### config.mk
export PLATFORM = sky130hd
export DESIGN_NAME = dm_dma_arbiter
export DESIGN_NICKNAME = d
export VERILOG_FILES = /design/src/rtl/dm_dma_arbiter.sv
export SDC_FILE = /design/constraint.sdc
export NUM_CORES = 1
export LEC_CHECK = 0
export ABC_AREA = 1
export CELL_PAD_IN_SITES_DETAIL_PLACEMENT = 2
export CELL_PAD_IN_SITES_GLOBAL_PLACEMENT = 2
export CORE_UTILIZATION = 25
export CTS_CLUSTER_DIAMETER = 80
export DETAILED_ROUTE_END_ITERATION = 12
export GPL_TIMING_DRIVEN = 0
export HOLD_SLACK_MARGIN = 0.12
export PLACE_DENSITY_LB_ADDON = 0.1
export SYNTH_ARGS = -nofsm -noshare
export SYNTH_HDL_FRONTEND = slang
export SYNTH_SLANG_ARGS = --single-unit
### constraint.sdc
create_clock -name CLK -period 1.9 [get_ports CLK]
set_input_delay 0.285 -clock CLK [delete_from_list [all_inputs] [get_ports CLK]]
set_output_delay 0.285 -clock CLK [all_outputs]
set_load 0.02 [all_outputs]
### src/rtl/dm_dma_arbiter.sv
// Data-memory port arbiter shared by the core load/store port and a block-move engine.
// The engine copies or fills a byte region; the core wins by default, with starvation relief for the engine.
module dm_dma_arbiter #(
  parameter int STARVE_LIMIT = 4,
  parameter int AW           = 8,
  parameter int DW           = 8
) (
  input  logic          CLK,
  input  logic          RESET,
  input  logic          core_req,
  input  logic          core_wr,
  input  logic [AW-1:0] core_addr,
  input  logic [DW-1:0] core_wdata,
  output logic [DW-1:0] core_rdata,
  output logic          core_stall,
  input  logic          dma_go,
  input  logic [AW-1:0] dma_src,
  input  logic [AW-1:0] dma_dst,
  input  logic [AW-1:0] dma_len,
  input  logic          dma_fill,
  input  logic [DW-1:0] dma_fill_val,
  output logic          dma_busy,
  output logic          dma_done,
  output logic [AW-1:0] mem_addr,
  output logic          mem_wen,
  output logic [DW-1:0] mem_wdata,
  input  logic [DW-1:0] mem_rdata,
  output logic [1:0]    dbg_state
);

  localparam int SW = $clog2(STARVE_LIMIT + 1);

  typedef enum logic [1:0] {
    S_IDLE  = 2'd0,
    S_READ  = 2'd1,
    S_WRITE = 2'd2,
    S_DONE  = 2'd3
  } state_t;

  state_t        state_q;
  logic [AW-1:0] src_q;
  logic [AW-1:0] dst_q;
  logic [AW-1:0] rem_q;
  logic          fill_q;
  logic [DW-1:0] fill_val_q;
  logic [DW-1:0] buf_q;
  logic [SW-1:0] starve_q;
  logic [SW-1:0] starve_d;
  logic          busy_q;
  logic          done_q;

  logic dma_want;
  logic starve_hit;
  logic dma_gnt;

  // Engine requests are suppressed while RESET is high so an in-flight write cannot land.
  assign dma_want   = ((state_q == S_READ) || (state_q == S_WRITE)) && !RESET;
  assign starve_hit = (starve_q == SW'(STARVE_LIMIT));
  assign dma_gnt    = dma_want && (!core_req || starve_hit);

  assign core_stall = core_req && dma_gnt;
  assign core_rdata = mem_rdata;
  assign dma_busy   = busy_q;
  assign dma_done   = done_q;
  assign dbg_state  = state_q;

  always_comb begin
    mem_addr  = '0;
    mem_wen   = 1'b0;
    mem_wdata = '0;
    if (dma_gnt) begin
      mem_addr  = (state_q == S_READ) ? src_q : dst_q;
      mem_wen   = (state_q == S_WRITE);
      mem_wdata = (state_q == S_WRITE) ? (fill_q ? fill_val_q : buf_q) : '0;
    end else if (core_req) begin
      mem_addr  = core_addr;
      mem_wen   = core_wr;
      mem_wdata = core_wdata;
    end
  end

  always_comb begin
    starve_d = starve_q;
    if (!dma_want || dma_gnt) begin
      starve_d = '0;
    end else begin
      starve_d = starve_q + SW'(1);
    end
  end

  always_ff @(posedge CLK) begin
    if (RESET) begin
      state_q    <= S_IDLE;
      src_q      <= '0;
      dst_q      <= '0;
      rem_q      <= '0;
      fill_q     <= 1'b0;
      fill_val_q <= '0;
      buf_q      <= '0;
      starve_q   <= '0;
      busy_q     <= 1'b0;
      done_q     <= 1'b0;
    end else begin
      starve_q <= starve_d;
      done_q   <= 1'b0;
      case (state_q)
        S_IDLE: begin
          if (dma_go) begin
            src_q      <= dma_src;
            dst_q      <= dma_dst;
            rem_q      <= dma_len;
            fill_q     <= dma_fill;
            fill_val_q <= dma_fill_val;
            busy_q     <= 1'b1;
            if (dma_len == '0) begin
              state_q <= S_DONE;
              done_q  <= 1'b1;
            end else if (dma_fill) begin
              state_q <= S_WRITE;
            end else begin
              state_q <= S_READ;
            end
          end
        end
        S_READ: begin
          if (dma_gnt) begin
            buf_q   <= mem_rdata;
            src_q   <= src_q + 1'b1;
            state_q <= S_WRITE;
          end
        end
        S_WRITE: begin
          if (dma_gnt) begin
            dst_q <= dst_q + 1'b1;
            rem_q <= rem_q - 1'b1;
            if (rem_q == AW'(1)) begin
              state_q <= S_DONE;
              done_q  <= 1'b1;
            end else begin
              state_q <= fill_q ? S_WRITE : S_READ;
            end
          end
        end
        S_DONE: begin
          state_q <= S_IDLE;
          busy_q  <= 1'b0;
        end
        default: begin
          state_q <= S_IDLE;
          busy_q  <= 1'b0;
        end
      endcase
    end
  end

endmodule

# Word level (Yosys, flattened, before mapping)

Index checks and enable logic that the tools add are counted.

Add/subtract/negate cells: 4
Reduce and logical (&&, ||, !) cells: 21
Mux-type cells: 33
Eq/ne operators: 8

Operators with widths:

| kind                                             | number |
|---|---|
| 2-to-1 mux 8 bit                                 | 13 |
| one-hot mux 8 bit (2 select lines)               | 3 |
| adder 8 x 1 -> 8 bit, second input constant      | 2 |
| 2-to-1 mux 2 bit                                 | 7 |
| AND reduction 3 bit                              | 3 |
| == test 8 x 1 -> 1 bit, second input constant    | 1 |
| logical NOT 8 bit                                | 1 |
| one-hot mux 2 bit (4 select lines)               | 1 |
| subtractor 8 x 1 -> 8 bit, second input constant | 1 |
| 2-to-1 mux 1 bit                                 | 7 |
| inequality test 2 bit, second input constant     | 3 |
| AND reduction 2 bit                              | 3 |
| nonzero test 2 bit                               | 3 |
| == test 2 bit, second input constant             | 2 |
| one-hot mux 1 bit (2 select lines)               | 2 |
| adder 3 x 1 -> 3 bit, second input constant      | 1 |
| == test 3 bit, second input constant             | 1 |
| logical AND 1 bit                                | 3 |
| logical NOT 1 bit                                | 3 |
| logical OR 1 bit                                 | 3 |
| == test 2 x 1 -> 1 bit, second input constant    | 1 |
| logical NOT 2 bit                                | 1 |
| OR reduction 2 bit                               | 1 |

Bits in registers: 48
Output and inout port bits: 30
Bits of input ports: 62

# Logic depth before layout (Yosys ltp)

Depth after elaboration: 6
Depth in mapped cells: 12

# Worst setup path after synthesis

No wires, ideal clock.

Kind: register to output
Start point: register state_q[0] (netlist: dbg_state[0])
End point: output mem_addr[1]
Required time: 1.615 ns
Cell stages (with the launch flop): 8
Data arrival time: 1.874 ns
Setup slack: -0.259 ns
Path through: dfxtp_1 -> inv_1 -> ha_1 -> inv_1 -> nor2_4 -> nand2_4 -> clkbuf_1 -> o31ai_1

Cells in the longest elaborated chain, start to end: 5
Elaborated cells on any way between the ends: 7
Classes of those cells: eq/ne: 2; mux: 2; reduce/logical: 3

RTL lines:

| what                                                    | line   | text |
|---|---|---|
| start, declared                                         | 40     | `state_t state_q;` |
| start signal, assigned                                  | 140    | `state_q <= fill_q ? S_WRITE : S_READ;` |
| == test 2 x 1 -> 1 bit or == test 2 bit (tied branches) | 57, 72 |  |
| logical OR 1 bit                                        | 57     | `assign dma_want = ((state_q == S_READ) \|\| (state_q == S_WRITE)) && !RESET;` |
| logical AND 1 bit                                       | 57     |  |
| logical AND 1 bit                                       | 59     | `assign dma_gnt = dma_want && (!core_req \|\| starve_hit);` |
| 2-to-1 mux 8 bit (*)                                    | 71     | `if (dma_gnt) begin` |
| end, declared                                           | 24     | `output logic [AW-1:0] mem_addr,` |

Mark *: on every way between the ends. The rest lies on a longest branch, timed or not.

# Worst setup path after layout

Start point: register state_q[1] (netlist: dbg_state[1])
End point: output mem_wdata[6]

Cells in the longest elaborated chain, start to end: 5
Elaborated cells on any way between the ends: 7
Classes of those cells: eq/ne: 2; mux: 2; reduce/logical: 3

RTL lines:

| what                                                    | line   | text |
|---|---|---|
| == test 2 x 1 -> 1 bit or == test 2 bit (tied branches) | 57, 74 |  |
| logical OR 1 bit                                        | 57     |  |
| logical AND 1 bit                                       | 57     |  |
| logical AND 1 bit                                       | 59     |  |
| 2-to-1 mux 8 bit (*)                                    | 71     |  |
| end, declared                                           | 26     | `output logic [DW-1:0] mem_wdata,` |

Marked as above.

==> flow_metrics.env <==
export IMPL_start_kind="flop"
export IMPL_dieArea_um2=12700
export IMPL_grt_util_met3_pct=3.19
export IMPL_yosysSeqAreaShare_pct=31.4
export IMPL_cts_hold_repair_buffers=0
export IMPL_synth_top_cell_by_area="sky130_fd_sc_hd__dfxtp_1"
export IMPL_portBuffers=90
export IMPL_most_common_library_cells_after_synthesis="99 x sky130_fd_sc_hd__nand2_1, 58 x sky130_fd_sc_hd__nor2_1, 56 x sky130_fd_sc_hd__o21ai_0"
export IMPL_num_nets_final=676
export IMPL_syn_inst=467
export IMPL_area_sequential_um2=970
export IMPL_maxCapViolCount=0
export IMPL_grt_util_met1_pct=24.4
export IMPL_wl_per_cell_um=19.3
export IMPL_floorplan_die_width_um=113
export IMPL_tightest_slew_margin_relative_to_the_limit_pct=40.1
export IMPL_tritoncts_num_sinks=48
export IMPL_place_ws_ns=-1.14
export IMPL_root_buffer_cell="sky130_fd_sc_hd__clkbuf_16"
export IMPL_global_route_usage_met2_pct=39.4
export IMPL_criticalPathCategory="flop to primary output"
export IMPL_worstPathArrival_ns=1.93
export IMPL_final_cell_count_no_fill=751
export IMPL_yosys_cell_count_top_type="sky130_fd_sc_hd__nand2_1"
export IMPL_fraction_of_post_synthesis_cell_area_in_the_top_cell_type_by_area_pct=31.4
export IMPL_synth_lib_cells_used_distinct=39
export IMPL_first_global_vias=3944
export IMPL_leakage_power_nw=2.22
export IMPL_power_per_cell_area_nw_per_um2=1430
export IMPL_die_height_um=113
export IMPL_ios=92
export IMPL_cpMaxStageDelayCell="sky130_fd_sc_hd__dfxtp_4"
export IMPL_number_of_nets_with_antenna_violations_after_routing=0
export IMPL_grt_busiest_layer="met2"
export IMPL_total_routing_resource_utilization_after_global_routing_pct=20.8
export IMPL_route_detailed_vias_per_inst=5.01
export IMPL_routed_via_count=3760
export IMPL_dr_pass1_iters=4
export IMPL_fmax_mhz=452
export IMPL_postSynth_asyncResetShare_pct=0
export IMPL_fill_cells=1353
export IMPL_grt_pass1_wl_um=20700
export IMPL_number_of_endpoints_with_negative_hold_slack_in_the_final_report=0
export IMPL_start_util_pct=25.6
export IMPL_worstSetupPathDepth=9
export IMPL_tritoncts="yes"
export IMPL_endpoint_kind="primary output"
export IMPL_slowest_delay_ns=0.37
export IMPL_postLayoutSetupSlackWorst_ns=-0.314
export IMPL_gp_congestion=0.800
export IMPL_peak_ir_drop_on_the_vdd_network_v=0.000504
export IMPL_insertion_delay_ns=0.30
export IMPL_violated_checks="setup timing"
export IMPL_timing_final_crit_period_ns=2.21
export IMPL_number_of_antenna_violations_at_the_first_check_in_global_routing=0
export IMPL_dpl_cell_area_um2=4170
export IMPL_status="complete, but fails checks"
export IMPL_std_cell_rows=40
export IMPL_worst_r2r_cell_count=13
export IMPL_clkSlewWorstSetupHoldPaths_ns=0.07
export IMPL_worst_hold_path_depth=2
export IMPL_placed_cells_incl_taps=704
export IMPL_final_min_period_over_clock_period_pct=117
export IMPL_synth_to_final_area_change_pct=73.7
export IMPL_synthesis_area_per_instance_um2=6.55
export IMPL_mappedNetlistArea_um2=3060
export IMPL_wl_um=14500
export IMPL_critical_path_top_delay_family="buffers and inverters"
export IMPL_netlist_top_cells_area="sky130_fd_sc_hd__dfxtp_1 31%, sky130_fd_sc_hd__nand2_1 12%, sky130_fd_sc_hd__o21ai_0 9.2%"
export IMPL_postSynthNetCount=540
export IMPL_synth_main_ff_cell="sky130_fd_sc_hd__dfxtp_1"
export IMPL_rsz_0062_raised_after_global_routing="yes"
export IMPL_drc_errors=0
export IMPL_maximum_number_of_pins_on_one_net_before_global_route_repair=17
export IMPL_drtIter0Drc=93
export IMPL_clock_skew_final_ns=0.00596
export IMPL_dp_final_hpwl_um=9470
export IMPL_post_route_cell_area_um2=5310
export IMPL_ys_seq_elements=48
export IMPL_cts_root_to_sink_buffers=2
export IMPL_grt_overflow_total=0
export IMPL_combined_area_of_the_multi_input_logic_cells_um2=2170
export IMPL_path_max_fanout=5
export IMPL_hold_path_class="primary input to flop"
export IMPL_tightest_slew_ns=0.898
export IMPL_cts_made_buffers=5
export IMPL_proportion_of_layout_cells_with_a_drive_suffix_above_1_pct=31.1
export IMPL_cts_htree_levels=2
export IMPL_total_power_mw=7.61
export IMPL_ys_warn_count=0
export IMPL_path_cells="inv_4 -> ha_4 -> inv_4 -> nor2_4 -> nand2_4 -> nor2_4 -> clkinvlp_4 -> o21ai_2 -> buf_6"
export IMPL_report_final_slew_viol_count=0
export IMPL_diodes_inserted=0
export IMPL_core_region_area_um2=12000
export IMPL_setup_viol=37
export IMPL_worstPathBufferInverterCount=4
export IMPL_worst_endpoint_required_ns=1.62
export IMPL_synth_edf_count=0
worst register-to-register path, delay by kind of cell, from the launching register on:
kind	cells	cell delay, ns
buffers and inverters	5	0.56
adder cells (fa/ha/maj)	1	0.28
AND/OR/NAND/NOR	5	0.49
AO/OA/AOI/OAI	2	0.21
flip-flops	1	0.37
flip-flops by register name (all words and copies together), names as in the netlist, 2 cells and up:
signal	flops
buf_q	8
dst_q	8
fill_val_q	8
rem_q	8
dbg_state	2
starve_q	3
src_q	8
what timing repair did:
| item | CTS | global route |
|---|---|---|
| setup buffers | 21 | 15 |
| pin swaps | 12 | 26 |
| endpoints found under the setup margin | 36 | 52 |
| gates cloned | 2 | 3 |
| resized for setup | 165 | 117 |
logic make-up after synthesis:
| logic type | share of synthesized area (%) |
|---|---|
| fa+ha+maj | 4.50 |
| simple gates | 30.5 |
| flops | 31.4 |
| xor+xnor | 0.286 |
| buf+inv | 12.2 |
| compound gates | 21.0 |
final cells by class:
class,count,share of cell area [%]
repair inverters,1,0.141
flip-flops and latches,48,18.3
well taps,147,3.46
repair buffers,130,24.7
plain buffers,28,5.16
inverters,50,4.12
multi-input cells,339,40.9
clock buffers,5,2.36
clock inverters,3,0.872
power breakdown:
part | internal (mW) | switching (mW) | leakage [nW] | total (mW)
sequential | 1.31 | 0.309 | 0.397 | 1.62
clock | 0.628 | 0.450 | 0.0804 | 1.08
combinational | 2.21 | 2.70 | 1.74 | 4.91
metal layers:
| layer | vias up | part of all wire (%) |
|---|---|---|
| met3 | 26 | 2.8 |
| li1 | 1794 | - |
| met4 | 0 | 2.1 |
| met2 | 82 | 54 |
| met5 | - | 0 |
| met1 | 1858 | 41 |
layout by cell type, fill, tap and decap left out, types with 3 or more instances in the layout:
master | netlist | routed
sky130_fd_sc_hd__nand3_1 | 36 | 29
sky130_fd_sc_hd__inv_4 | 1 | 3
sky130_fd_sc_hd__nand3_4 | 2 | 4
sky130_fd_sc_hd__a21oi_1 | 33 | 21
sky130_fd_sc_hd__nand4_1 | 4 | 4
sky130_fd_sc_hd__clkbuf_16 | 0 | 8
sky130_fd_sc_hd__clkdlybuf4s50_1 | 0 | 72
sky130_fd_sc_hd__a21oi_2 | 3 | 12
sky130_fd_sc_hd__nand3_2 | 0 | 5
sky130_fd_sc_hd__nand2_1 | 99 | 84
sky130_fd_sc_hd__nor3_1 | 3 | 3
sky130_fd_sc_hd__buf_8 | 1 | 3
sky130_fd_sc_hd__ha_1 | 11 | 8
sky130_fd_sc_hd__a21oi_4 | 0 | 3
sky130_fd_sc_hd__a211oi_2 | 2 | 3
sky130_fd_sc_hd__clkbuf_1 | 10 | 5
sky130_fd_sc_hd__buf_4 | 8 | 39
sky130_fd_sc_hd__o21a_1 | 4 | 4
sky130_fd_sc_hd__nor2_1 | 58 | 50
sky130_fd_sc_hd__nand2_2 | 3 | 9
sky130_fd_sc_hd__o211ai_1 | 4 | 4
sky130_fd_sc_hd__nand2_4 | 2 | 11
sky130_fd_sc_hd__buf_6 | 3 | 25
sky130_fd_sc_hd__o21ai_1 | 1 | 13
sky130_fd_sc_hd__nor2_4 | 1 | 9
sky130_fd_sc_hd__inv_1 | 45 | 39
sky130_fd_sc_hd__buf_12 | 0 | 5
sky130_fd_sc_hd__o21ai_0 | 56 | 26
sky130_fd_sc_hd__clkinvlp_4 | 0 | 3
sky130_fd_sc_hd__o21ai_2 | 3 | 15
sky130_fd_sc_hd__o21ai_4 | 0 | 6
sky130_fd_sc_hd__dfxtp_1 | 48 | 45
sky130_fd_sc_hd__inv_2 | 2 | 3
through the flow:
| stage | hold slack, ns | util, % | TNS [ns] |
|---|---|---|---|
| 5_1_grt | 0.258 | 44.4 | -8.13 |
| 6_report | 0.254 | 44.4 | -4.76 |
| 3_5_place_dp | 0.450 | 34.9 | -15.91 |
| 2_1_floorplan | 0.417 | - | -0.617 |
| 3_3_place_gp | 0.428 | 34.9 | -15.16 |
| 4_1_cts | 0.247 | 39.4 | -3.63 |
path summary, 6_finish.rpt:
kind	from	slack, ns	endpoint
min	RESET	0.25	dst_q[3]$_SDFFE_PP0P_
max reg2reg	dbg_state[1]$_SDFFE_PP0P_	-0.09	rem_q[6]$_SDFFE_PP0P_
max	dbg_state[1]$_SDFFE_PP0P_	-0.31	mem_wdata[6]
min reg2reg	starve_q[0]$_SDFF_PP0_	0.43	starve_q[0]$_SDFF_PP0_
Note: power is estimated with default switching activity, not from simulation.
==> patch: new RTL, same settings <==
Register the output `dbg_state` once more; this adds one clock of latency there. The other outputs are not delayed to match.
--- a/src/rtl/dm_dma_arbiter.sv
+++ b/src/rtl/dm_dma_arbiter.sv
@@ -63,5 +63,7 @@
   assign dma_busy   = busy_q;
   assign dma_done   = done_q;
-  assign dbg_state  = state_q;
+  always_ff @(posedge CLK) begin
+    dbg_state <= state_q;
+  end
 
   always_comb begin
Function: changed (Yosys sat finds a counterexample within 4 cycles, from zero or initial values and one cycle with RESET high).
==> patch against the original RTL <==
Critical path type unchanged; critical path depth stayed put; combinational power is 16% lower; wire length is 0.95% higher; critical endpoint is now mem_wdata[0]; the run ends with design-rule violations, negative setup slack left; synthesized area is 0.57% lower; total power is 9.6% lower; design area is 7.5% lower; register-to-register slack better by 0.03 ns; sequential cell count is 2 higher; setup slack better by 0.053 ns; worst hold slack worse by 0.0019 ns.
==> patch: results (changes against the original RTL) <==
Parameter                              Value

Outcome
  Run status    finished with violations
  Violated checks    design-rule violations, negative setup slack

Min path
  Worst hold path class    in2reg
  Startpoint of the tightest hold check path    RESET
  Count of cells along the worst hold path    2 (unchanged)

Placed design
  Final Wtd Congestion    0.833 (+4.1%)
  Placed cells    708 (+0.57%)
  Worst setup slack after placement    -1.02 ns (+0.120 ns)
  Post-detailed-placement half-perimeter wirelength    9.42 mm (-0.50%)

Routing
  Starting DRC count in detailed routing    112 (+20%)
  Detailed Route WL    14.6 mm (+0.95%)
  Total DRC errors in the routed layout    4 (+4)
  WL per Instance    19.8 um (+2.9%)
  Via count    3687 (-1.9%)
  First drt pass iteration count    8 (+4)

Critical path
  Slowest Stage Delay on Critical Path    0.36 ns
  Maximum fanout along the worst path    5 (unchanged)
  Worst flop-to-flop path startpoint    state_q[0]$_SDFFE_PP0P_
  Top cell family by delay on the critical path    buffers and inverters
  Slowest stage cell on the critical path    dfxtp_2
  Endpoint arrival time on the critical path    1.88 ns (-0.05 ns)
  Worst R2R Path Depth    12 (-1)

Yosys
  Total nets after synthesis    548 (+1.5%)
  Ys Warns    0 (unchanged)
  Top post-synthesis cells by area    dfxtp_1 33%, nand2_1 12%, o21ai_0 10%
  Sequential share of the synthesized area    32.9% (+1.5 points)
  Synth async-reset ratio    0% (unchanged)
  Gate count of the mapped netlist    475 (+1.7%)
  Post-synth top cells    99 x nand2_1, 63 x o21ai_0, 59 x nor2_1
  Distinct cells, synth    30 (-23%)

Pwr
  P_leak    2.06 nW (-7.2%)
  Cell internal power dissipation    0.00373 W (-10%)
  VDD IR max    0.520 mV (+3.2%)

Timing
  Fin Clk Skew    0.00555 ns (-0.000411 ns)
  Number of pins exceeding their max-slew limit in the final report    0 (unchanged)
  Total of endpoints with negative setup slack in the final report    24 (-35%)
  Worst Max-Slew Pin Slew    0.746 ns (-0.152 ns)
  Minimum setup slack in the final design    -0.261 ns (+0.0526 ns)

GRT
  Number of global-route vias before repair    4010 (+1.7%)
  Global-route wire length before repair    21.0 mm (+1.5%)
  Maximum number of pins on one net before global-route repair    15 (-2)
  Total global-route track usage    21.6% (+0.72 points)
  Number of antenna violations at the first check in global routing    0 (unchanged)
  Congestion Overflow GR    0 (unchanged)

Finish
  Number of inserted filler cells in the final layout    1346 (-0.52%)
  Fraction of layout instances using a drive strength above 1    22.4% (-8.7 points)
  N_diodes    0 (unchanged)
  Net count, final    667 (-1.3%)

CTS
  CTS HTree Levels    2 (unchanged)
  Number of buffers created by CTS    5 (unchanged)
  Clock-pin transition on the worst setup and hold timing paths    0.07 ns (about the same)
  Worst skew pair latency    0.29 ns
  Root Driver    clkbuf_16
-- patch: cell count changes in the layout (fill, tap and decap cells not counted), moves of 4 or more --
cell | unedited run | this run
nand2_4 | 11 | 3
a31oi_1 | 1 | 5
a21oi_2 | 12 | 6
buf_4 | 39 | 29
buf_6 | 25 | 18
nand2_2 | 9 | 3
a21oi_1 | 21 | 31
o21ai_2 | 15 | 6
o21ai_0 | 26 | 45
nand2_1 | 84 | 97
buf_12 | 5 | 1
o21ai_1 | 13 | 8
-- patch: worst paths after layout --
| path | slack [ns] | end |
|---|---|---|
| worst min-delay path | 0.25 | src_q[4]$_SDFFE_PP0P_ |
| worst max register to register | -0.06 | src_q[3]$_SDFFE_PP0P_ |
| worst min register to register | 0.43 | starve_q[0]$_SDFF_PP0_ |
| worst max-delay path | -0.26 | mem_wdata[0] |
-- patch: area by class of cell --
type,count,area share (%)
Clock buffer,6,2.83
Multi-Input combinational cell,341,39.4
Inverter,52,4.36
Clock inverter,1,0.611
Sequential cell,50,20.5
Buffer,32,5.96
Timing Repair inverter,1,0.153
Timing Repair Buffer,111,22.6
Tap cell,143,3.64
-- patch: routing by layer --
layer | vias to the layer above | GRT usage, % | share of wire [%]
met5 | - | 0 | 0
met4 | 0 | 5.51 | 3.1
met3 | 24 | 2.48 | 2.2
met2 | 79 | 41.8 | 53
met1 | 1801 | 24.9 | 42
li1 | 1783 | - | -
-- patch: power by group through the flow --
stage          Clock, W  Sequential, W  Combinational, W
2_1_floorplan         0        0.00159           0.00185
3_3_place_gp          0        0.00165           0.00277
3_5_place_dp          0        0.00167           0.00289
4_1_cts         0.00110        0.00165           0.00354
5_1_grt         0.00114        0.00172           0.00444
6_report        0.00108        0.00168           0.00412
-- patch: what timing repair did --
action	CTS	global route
gates cloned	2	3
hold endpoints to repair	0	0
pin swaps	10	10
buffers inserted	13	4
resized for setup	185	64
endpoints found under the setup margin	48	43
-- patch: kinds of logic after synthesis --
family | Yosys count | share of synthesized area (%)
simple gates | 214 | 29.8
compound gates | 115 | 20.0
xor+xnor | 1 | 0.288
buf+inv | 84 | 12.5
flops | 50 | 32.9
fa+ha+maj | 11 | 4.53
-- patch: stage by stage --
stage / hold slack, ns / TNS (ns) / util [%] / area [um2] / power, W
4_1_cts: 0.233 / -4.10 / 39.9 / 4640 / 0.00629
6_report: 0.252 / -4.22 / 42.3 / 4910 / 0.00688
5_1_grt: 0.243 / -6.61 / 42.3 / 4910 / 0.00730
3_3_place_gp: 0.401 / -14.68 / 35.5 / 4120 / 0.00442
2_1_floorplan: 0.372 / -0.0697 / - / 3040 / 0.00345
3_5_place_dp: 0.408 / -15.59 / 35.5 / 4120 / 0.00456
